**src/rtl/pixel_average_downscale_2x_pkg.sv**
```systemverilog
`default_nettype none
// ============================================================================
//  Module      : pixel_average_downscale_2x_pkg
//  Description : Shared definitions for the 2x zoom blocks: FSM state
//                encoding, default frame geometry and an address-width helper.
//  Revision    : 1.0 - initial release
// ============================================================================
package pixel_average_downscale_2x_pkg;

    // Coprocessor zoom FSM encoding, shared with the replication block
    typedef enum logic [1:0] {
        ST_IDLE = 2'b00,
        ST_RUN  = 2'b01,
        ST_DONE = 2'b10
    } zoom_state_t;

    localparam int DEF_DATA_W = 8;
    localparam int DEF_IMG_W  = 160;
    localparam int DEF_IMG_H  = 120;

    // Index width for a range of n entries, never narrower than one bit
    function automatic int addr_width(input int n);
        return (n <= 2) ? 1 : $clog2(n);
    endfunction

endpackage : pixel_average_downscale_2x_pkg
`default_nettype wire

```
**src/rtl/pixel_average_downscale_2x_line_buffer.sv**
```systemverilog
`default_nettype none
// ============================================================================
//  Module      : downscale_line_buffer
//  Description : Horizontal pair-sum store for one even row. Synchronous
//                write, asynchronous read so the odd-row adder sees the entry
//                in the same cycle as the incoming pixel.
//  Revision    : 1.0 - initial release
// ============================================================================
module downscale_line_buffer
    import pixel_average_downscale_2x_pkg::*;
#(
    parameter int DEPTH = 80,
    parameter int WIDTH = 9,
    parameter int AW    = addr_width(DEPTH)
) (
    input  logic             clk,
    input  logic             we,
    input  logic [AW-1:0]    waddr,
    input  logic [WIDTH-1:0] wdata,
    input  logic [AW-1:0]    raddr,
    output logic [WIDTH-1:0] rdata
);

    // Storage is never reset: every entry read on an odd row was written on
    // the even row just before it.
    logic [WIDTH-1:0] r_mem [DEPTH];

    // Write one pair sum per even-row block
    always_ff @(posedge clk) begin
        if (we) begin
            r_mem[waddr] <= wdata;
        end
    end

    assign rdata = r_mem[raddr];

endmodule : downscale_line_buffer
`default_nettype wire

```
**src/rtl/pixel_average_downscale_2x.sv**
```systemverilog
`default_nettype none
// ============================================================================
//  Module      : pixel_average_downscale_2x
//  Description : 2x zoom-out by 2x2 block averaging. Consumes one raster
//                frame of IMG_W x IMG_H pixels and emits one IMG_W/2 x IMG_H/2
//                frame, one rounded average per 2x2 block.
//  Revision    : 1.0 - initial release
// ============================================================================
module pixel_average_downscale_2x
    import pixel_average_downscale_2x_pkg::*;
#(
    parameter int DATA_W = DEF_DATA_W,
    parameter int IMG_W  = DEF_IMG_W,
    parameter int IMG_H  = DEF_IMG_H
) (
    input  logic              clk,
    input  logic              reset_n,
    input  logic              start,
    input  logic [DATA_W-1:0] pixel_in,
    input  logic              in_valid,
    output logic              in_ready,
    output logic [DATA_W-1:0] pixel_out,
    output logic              out_valid,
    output logic              busy,
    output logic              done
);

    localparam int COL_W    = addr_width(IMG_W);
    localparam int ROW_W    = addr_width(IMG_H);
    localparam int LB_DEPTH = IMG_W / 2;
    localparam int LB_AW    = addr_width(LB_DEPTH);
    localparam int SUM1_W   = DATA_W + 1;
    localparam int SUM2_W   = DATA_W + 2;

    localparam logic [COL_W-1:0] COL_LAST = COL_W'(IMG_W - 1);
    localparam logic [ROW_W-1:0] ROW_LAST = ROW_W'(IMG_H - 1);

    zoom_state_t        r_state;
    zoom_state_t        w_state_next;

    logic [COL_W-1:0]   r_col;
    logic [ROW_W-1:0]   r_row;
    logic [DATA_W-1:0]  r_pair_sum;
    logic [DATA_W-1:0]  r_pixel_out;
    logic               r_out_valid;

    logic               w_beat;
    logic               w_col_last;
    logic               w_row_last;
    logic               w_frame_last;
    logic               w_odd_col;
    logic               w_odd_row;
    logic               w_lb_we;
    logic               w_out_fire;
    logic [LB_AW-1:0]   w_lb_addr;
    logic [SUM1_W-1:0]  w_lb_wdata;
    logic [SUM1_W-1:0]  w_lb_rdata;
    logic [SUM2_W-1:0]  w_total;
    logic [DATA_W-1:0]  w_avg;

    // ------------------------------------------------------------------
    // Handshake and position decode
    // ------------------------------------------------------------------
    assign in_ready     = (r_state == ST_RUN);
    assign busy         = (r_state != ST_IDLE);
    assign done         = (r_state == ST_DONE);

    assign w_beat       = in_valid & in_ready;
    assign w_col_last   = (r_col == COL_LAST);
    assign w_row_last   = (r_row == ROW_LAST);
    assign w_frame_last = w_beat & w_col_last & w_row_last;
    assign w_odd_col    = r_col[0];
    assign w_odd_row    = r_row[0];

    // ------------------------------------------------------------------
    // Datapath: even rows store horizontal pair sums, odd rows complete
    // the 2x2 block and round half-up. The largest total (4*max + 2)
    // still fits in DATA_W+2 bits, so the shifted average fits DATA_W.
    // ------------------------------------------------------------------
    assign w_lb_addr  = LB_AW'(r_col >> 1);
    assign w_lb_we    = w_beat & ~w_odd_row & w_odd_col;
    assign w_lb_wdata = SUM1_W'(r_pair_sum) + SUM1_W'(pixel_in);
    assign w_total    = SUM2_W'(w_lb_rdata) + SUM2_W'(r_pair_sum) + SUM2_W'(pixel_in);
    assign w_avg      = DATA_W'((w_total + SUM2_W'(2)) >> 2);
    assign w_out_fire = w_beat & w_odd_row & w_odd_col;

    downscale_line_buffer #(
        .DEPTH (LB_DEPTH),
        .WIDTH (SUM1_W),
        .AW    (LB_AW)
    ) u_line_buffer (
        .clk   (clk),
        .we    (w_lb_we),
        .waddr (w_lb_addr),
        .wdata (w_lb_wdata),
        .raddr (w_lb_addr),
        .rdata (w_lb_rdata)
    );

    // ------------------------------------------------------------------
    // FSM
    // ------------------------------------------------------------------

    // State register
    always_ff @(posedge clk or negedge reset_n) begin
        if (!reset_n) begin
            r_state <= ST_IDLE;
        end else begin
            r_state <= w_state_next;
        end
    end

    // Next-state: start only counts in IDLE, DONE lasts one cycle
    always_comb begin
        w_state_next = r_state;
        unique case (r_state)
            ST_IDLE: if (start)        w_state_next = ST_RUN;
            ST_RUN:  if (w_frame_last) w_state_next = ST_DONE;
            ST_DONE:                   w_state_next = ST_IDLE;
            default:                   w_state_next = ST_IDLE;
        endcase
    end

    // ------------------------------------------------------------------
    // Raster position counters: cleared on an accepted start, advanced
    // only on beats so input gaps simply stall.
    // ------------------------------------------------------------------

    // Column / row position of the next pixel to be accepted
    always_ff @(posedge clk or negedge reset_n) begin
        if (!reset_n) begin
            r_col <= '0;
            r_row <= '0;
        end else if ((r_state == ST_IDLE) && start) begin
            r_col <= '0;
            r_row <= '0;
        end else if (w_beat) begin
            if (w_col_last) begin
                r_col <= '0;
                r_row <= w_row_last ? '0 : ROW_W'(r_row + 1'b1);
            end else begin
                r_col <= COL_W'(r_col + 1'b1);
            end
        end
    end

    // Left pixel of the current horizontal pair
    always_ff @(posedge clk or negedge reset_n) begin
        if (!reset_n) begin
            r_pair_sum <= '0;
        end else if (w_beat && !w_odd_col) begin
            r_pair_sum <= pixel_in;
        end
    end

    // Output register: one-cycle valid pulse, value held between pulses
    always_ff @(posedge clk or negedge reset_n) begin
        if (!reset_n) begin
            r_pixel_out <= '0;
            r_out_valid <= 1'b0;
        end else begin
            r_out_valid <= w_out_fire;
            if (w_out_fire) begin
                r_pixel_out <= w_avg;
            end
        end
    end

    assign pixel_out = r_pixel_out;
    assign out_valid = r_out_valid;

endmodule : pixel_average_downscale_2x
`default_nettype wire

```
**config.mk**
```make
export PLATFORM = sky130hd
export DESIGN_NAME = pixel_average_downscale_2x
export DESIGN_NICKNAME = d
export VERILOG_FILES = /design/src/rtl/pixel_average_downscale_2x_pkg.sv /design/src/rtl/pixel_average_downscale_2x_line_buffer.sv /design/src/rtl/pixel_average_downscale_2x.sv
export SDC_FILE = /design/constraint.sdc
export NUM_CORES = 1
export LEC_CHECK = 0
export BUFFER_PORTS_ARGS = -buffer_cell sky130_fd_sc_hd__buf_2
export CAP_MARGIN = 20
export CORE_MARGIN = 2
export CORE_UTILIZATION = 45
export DETAILED_ROUTE_END_ITERATION = 8
export GPL_TIMING_DRIVEN = 0
export PLACE_DENSITY = 0.7
export SKIP_CTS_REPAIR_TIMING = 1
export SYNTH_ARGS = -nofsm -noshare
export SYNTH_HDL_FRONTEND = slang
export SYNTH_SLANG_ARGS = --single-unit
export TNS_END_PERCENT = 10
```
**constraint.sdc**
```tcl
create_clock -name clk -period 5.5 [get_ports clk]
set_clock_uncertainty 0.2 [all_clocks]
set_input_delay 1.1 -clock clk [delete_from_list [all_inputs] [get_ports clk]]
set_output_delay 1.1 -clock clk [all_outputs]
set_load 0.02 [all_outputs]
```
Word-level counts from Yosys, hierarchy flattened
Memory sizes are Yosys's and may differ from the RTL's. Cells that the tools add are included.

Add/subtract/negate cells: 6. Equality and inequality tests: 6. Muxes and demuxes: 12. Bitwise operators: 8. Reductions and logical operators: 9.

Operator list (number): two-way mux 7 bit (4); two-way mux 8 bit (3); adder 10 x 2 -> 10 bit, second input constant (1); adder 10 x 8 -> 10 bit (1); adder 9 x 8 -> 10 bit (1); adder 8 x 8 -> 9 bit (1); adder 8 x 1 -> 8 bit, second input constant (1); == test 8 bit, second input constant (1); adder 7 x 1 -> 7 bit, second input constant (1); AND 1 bit (7); == test 7 bit, second input constant (1); nonzero test 2 bit (3); two-way mux 2 bit (2); case mux 2 bit (2 select lines) (1); AND reduction 2 bit (2); == test 2 x 1 -> 1 bit, second input constant (1); == test 2 bit, second input constant (1); logical AND 1 bit (2); logical NOT 2 bit (1); two-way mux 1 bit (2); != test 2 x 1 -> 1 bit, second input constant (1); != test 2 bit, second input constant (1); logical NOT 1 bit (1); inverter 1 bit (1).

Register bits: 34. Bits in writable memories: 720. Input bits: 12. Output and inout port bits: 12. Word-level logic and storage cells: 48. Memories: 1.

Memories: u_line_buffer.r_mem (words 80, width 9, read ports 1, clocked after Yosys merged registers in 0, wr ports 1, RTL line pixel_average_downscale_2x_line_buffer.sv:26) `logic [WIDTH-1:0] r_mem [DEPTH];`.

Logic depth before layout (Yosys ltp)
Depth after elaboration: 6. Depth in mapped cells: 23. Depth with buffers taken out: 18.

Cells and area by module
From an unflattened synthesis, not the netlist that was laid out.

Cell total of the unflattened synthesis: 1452. Area total of the unflattened synthesis: 29978.8 µm².

By module, submodules not included: downscale_line_buffer (instances 1, cells an instance 1224, area each 27755.4 µm², sequential area each 21620.7 µm²); pixel_average_downscale_2x (instances 1, cells an instance 228, area each 2223.4 µm², sequential area each 850.8 µm²).

Worst setup path before layout
No wires, ideal clock.

Path type: input -> register. Start point: input pixel_in[1]. End point: memory u_line_buffer.r_mem[0][7], data pin. Setup time: 657 ps. Data arrival time: 4380 ps. Data required time: 4643 ps. Slack: 263 ps. Cell stages on the path: 9. Buffers on the path: 0. Cell sequence: inv_1 > ha_1 > a21o_1 > a21oi_1 > o21ai_0 > a21oi_1 > o21bai_1 > a21oi_1 > xnor2_1.

Word-level cells in the longest chain between the ends: 1.

Ends and longest elaborated chain: start: declaration (RTL line pixel_average_downscale_2x.sv:19) `input logic [DATA_W-1:0] pixel_in,`; adder 8 x 8 -> 9 bit (RTL line pixel_average_downscale_2x.sv:82) `assign w_lb_wdata = SUM1_W'(r_pair_sum) + SUM1_W'(pixel_in);`; via u_line_buffer.wdata[7] (RTL line pixel_average_downscale_2x_line_buffer.sv:19) `input logic [WIDTH-1:0] wdata,`; end: declaration (RTL line pixel_average_downscale_2x_line_buffer.sv:26).

The timed path passes the listed nets, and every way through them passes these cells.

Worst setup path in the final report
Start point: register r_col[3]. End point: register r_pixel_out[6], in the netlist pixel_out[6].

Word-level cells in the longest chain between the ends: 4.

Ends and longest elaborated chain: start: declaration (RTL line pixel_average_downscale_2x.sv:41) `logic [COL_W-1:0] r_col;`; start signal: assignment (RTL line pixel_average_downscale_2x.sv:142) `r_col <= COL_W'(r_col + 1'b1);`; memory read (80 x 9 bit); adder 9 x 8 -> 10 bit (RTL line pixel_average_downscale_2x.sv:83) `assign w_total = SUM2_W'(w_lb_rdata) + SUM2_W'(r_pair_sum) + SUM2_W'(pixel_in);`; adder 10 x 8 -> 10 bit (RTL line pixel_average_downscale_2x.sv:83); adder 10 x 2 -> 10 bit (RTL line pixel_average_downscale_2x.sv:84) `assign w_avg = DATA_W'((w_total + SUM2_W'(2)) >> 2);`; end signal: assignment (RTL line pixel_average_downscale_2x.sv:164) `r_pixel_out <= w_avg;`; end: declaration (RTL line pixel_average_downscale_2x.sv:44) `logic [DATA_W-1:0] r_pixel_out;`.

No other way between the ends. A chain may end at the register's enable or synchronous reset.

==> results.toml <==
[status]
outcome = "complete, no violations"

[worst_setup_path]
cp-endpoint = "pixel_out[6]$_DFFE_PN0P_"
crit_start = "r_col[3]$_DFFE_PN0P_"
path_class = "flip-flop to flip-flop"
end_kind = "flip-flop"
ff2ff_path_depth = 20
reg2reg_from = "r_col[3]$_DFFE_PN0P_"
worst_setup_path_start_kind = "flip-flop"
r2r-end = "pixel_out[6]$_DFFE_PN0P_"
path_max_fanout = 10
cp.required_ps = 5820
r2r_setup_slack_ps = 80
cp.arrival_ps = 5740

[detailed_routing]
drc_errors = 0
first_iter_violations = 3352
wl_per_cell_um = 32.7
vias_per_cell = 6.53
num_vias = 18916
drtPass1Iterations = 5
wirelength_mm = 94.5
postRouteAntennaNets = 0

[synth]
synthDistinctLibCells = 70
synthTopCellsByArea = "edfxtp_1 73%, a22oi_1 4.3%, dfrtp_1 2.9%"
seq_area_frac_synth = 0.754
syn_nets = 1861
ys.warnings.count = 0
ys_async_sr_fraction = 0.0451
synth_edf_count = 720
syn_inst = 1822
ys_ff_latch = 754
syn_area_mm2 = 0.0298
synth_commonest_cells = "720 x edfxtp_1, 169 x a22oi_1, 127 x nor2_1"
ys.flop_type = "edfxtp_1"
synth.most_common_cell = "edfxtp_1"
avgSynthCellArea_um2 = 16.4
synth_top_area_frac = 0.726
yosysTopAreaCell = "edfxtp_1"

[timing]
hold_violations = 0
worstMarginPinSlew_ps = 1180
worst_slew_margin_rel = 0.212
fin_hold_ws_ps = 274
finalSetupViolCount = 0
drv_slew = 0
post-route-min-period_ps = 5420
tns_ps = 0
worst_slack_ps = 82.7
fin_crit_sh = 0.985
fmax_mhz = 185

[placement]
place.gp.congestion = 0.992
dp_hpwl_mm = 62.2
dpl.cell_count = 2747
dpl-instance-area_mm2 = 0.0316
portBuffers = 23
pre_cts_ws_ps = -869

[global_routing]
overflow = 0
grt_pass1_wl_mm = 132
grt.met3_usage = 0.0717
top_usage_layer = "met2"
track_usage = 0.278
antenna_found_initial = 1
grtUsageMet1 = 0.371
grt_max_degree = 81
met2_usage = 0.421
grt_pass1_vias = 18057

[job]
drv_cap = 0

[clocking]
cts_tree = "built"
path_clk_slew_ps = 60
h-tree-depth = 3
clock_latency_ps = 630
cts_buffer_depth = 3
root_buffer = "clkbuf_16"
cts_sinks = 754
cts_buffers = 76

[floorplanning]
rows = 94
fp.dieArea_mm2 = 0.0683
core-area_mm2 = 0.0656
die_w_um = 261
start_util = 0.454
io_pins = 24
die_h_um = 261

[final_layout]
drive_gt1_frac = 0.177
postLayoutCoreUtil = 0.525
final_cells = 2895
finalNetCount = 2014
nFillCells = 5215
multi_input_area_mm2 = 0.00676
antennaDiodeCount = 0
area.sequential_mm2 = 0.0225
final_area_mm2 = 0.0345
area_growth_pct = 15.7

[min_path]
hold_class = "flip-flop to flip-flop"

[power]
p_leak_nw = 11.2
power.density_mw_per_mm2 = 609
finalPower_mw = 21.0
irDropWorstVdd_uv = 314
[state kept, by name, indices dropped and copies added (netlist names)]
| name | count |
|---|---|
| r_row | 7 |
| pixel_out | 8 |
| r_col | 8 |
| out_valid | 1 |
| r_state | 2 |
| r_pair_sum | 8 |
| u_line_buffer.r_mem | 720 |
[placed cells by master, fill, tap and decap left out, types with 13 or more instances in the layout]
cell / Yosys / routed
mux4_2: 15 / 15
buf_6: 11 / 50
dfrtp_1: 34 / 32
nand3_1: 39 / 39
clkbuf_1: 37 / 28
clkbuf_16: 0 / 78
clkinv_1: 0 / 16
clkbuf_2: 1 / 14
buf_2: 39 / 38
a22oi_1: 169 / 169
a221oi_1: 54 / 53
a21oi_1: 62 / 61
ha_1: 19 / 17
mux2i_1: 56 / 56
buf_4: 12 / 33
mux2_2: 38 / 38
a22o_1: 25 / 25
nor2b_1: 17 / 15
clkbuf_4: 1 / 13
buf_8: 1 / 14
edfxtp_1: 720 / 720
nand2_1: 78 / 77
nor2_1: 127 / 127
inv_1: 25 / 24
nand4_1: 43 / 43
o21ai_0: 62 / 57
[critical path: stages, from the launching register on]
cell and delay [ps]:
dfrtp_2 490, nor2b_1 170, buf_4 210, and2_1 180
buf_2 220, clkbuf_4 310, buf_2 280, a221oi_1 410
o21ai_0 160, nand3_1 200, o21ai_2 110, fa_1 400
ha_2 320, nor2b_1 140, o21ai_1 90, a21oi_1 70
or4_1 520, nand4_1 220, o21ai_1 140, and4_1 240
o41ai_2 210
[cell families (layout without fill, tap and decap cells)]
family	after synthesis	in the layout	share of synthesized area
compound gates	431	431	0.103
xor+xnor	18	18	0.00529
fa+ha+maj	27	27	0.0134
buf+inv	137	346	0.0239
flops	754	754	0.754
mux	110	110	0.0454
simple gates	345	345	0.0551
[report_power, final]
part / total [mW] / switching [mW] / internal (mW)
clock network: 5.09 / 2.15 / 2.94
registers: 8.10 / 0.0784 / 8.02
logic: 7.79 / 5.41 / 2.38
[per-layer routing]
layer  up-vias  share of wire
li1       7600              -
met2      1516           0.45
met1      9542           0.36
met3       258           0.13
met4         0          0.053
met5         -              0
[how the worst min path moves through the flow]
stage / start / to / cells after the start
6_report: pixel_out[3]$_DFFE_PN0P_ / pixel_out[3]$_DFFE_PN0P_ / 2
3_3_place_gp: pixel_out[4]$_DFFE_PN0P_ / pixel_out[4]$_DFFE_PN0P_ / 2
2_1_floorplan: r_row[4]$_DFFE_PN0P_ / r_row[4]$_DFFE_PN0P_ / 1
4_1_cts: pixel_out[3]$_DFFE_PN0P_ / pixel_out[3]$_DFFE_PN0P_ / 2
3_5_place_dp: pixel_out[3]$_DFFE_PN0P_ / pixel_out[3]$_DFFE_PN0P_ / 2
5_1_grt: pixel_out[5]$_DFFE_PN0P_ / pixel_out[5]$_DFFE_PN0P_ / 2
[final cells by class]
class                           count  area share
Tap cell                          864      0.0314
Sequential cell                   754       0.652
Inverter                           25     0.00272
Clock inverter                     38      0.0113
Clock buffer                       96      0.0589
Timing Repair Buffer               78      0.0228
Buffer                            109      0.0245
Multi-Input combinational cell    931       0.196
Power figures use the tool's default switching activity.
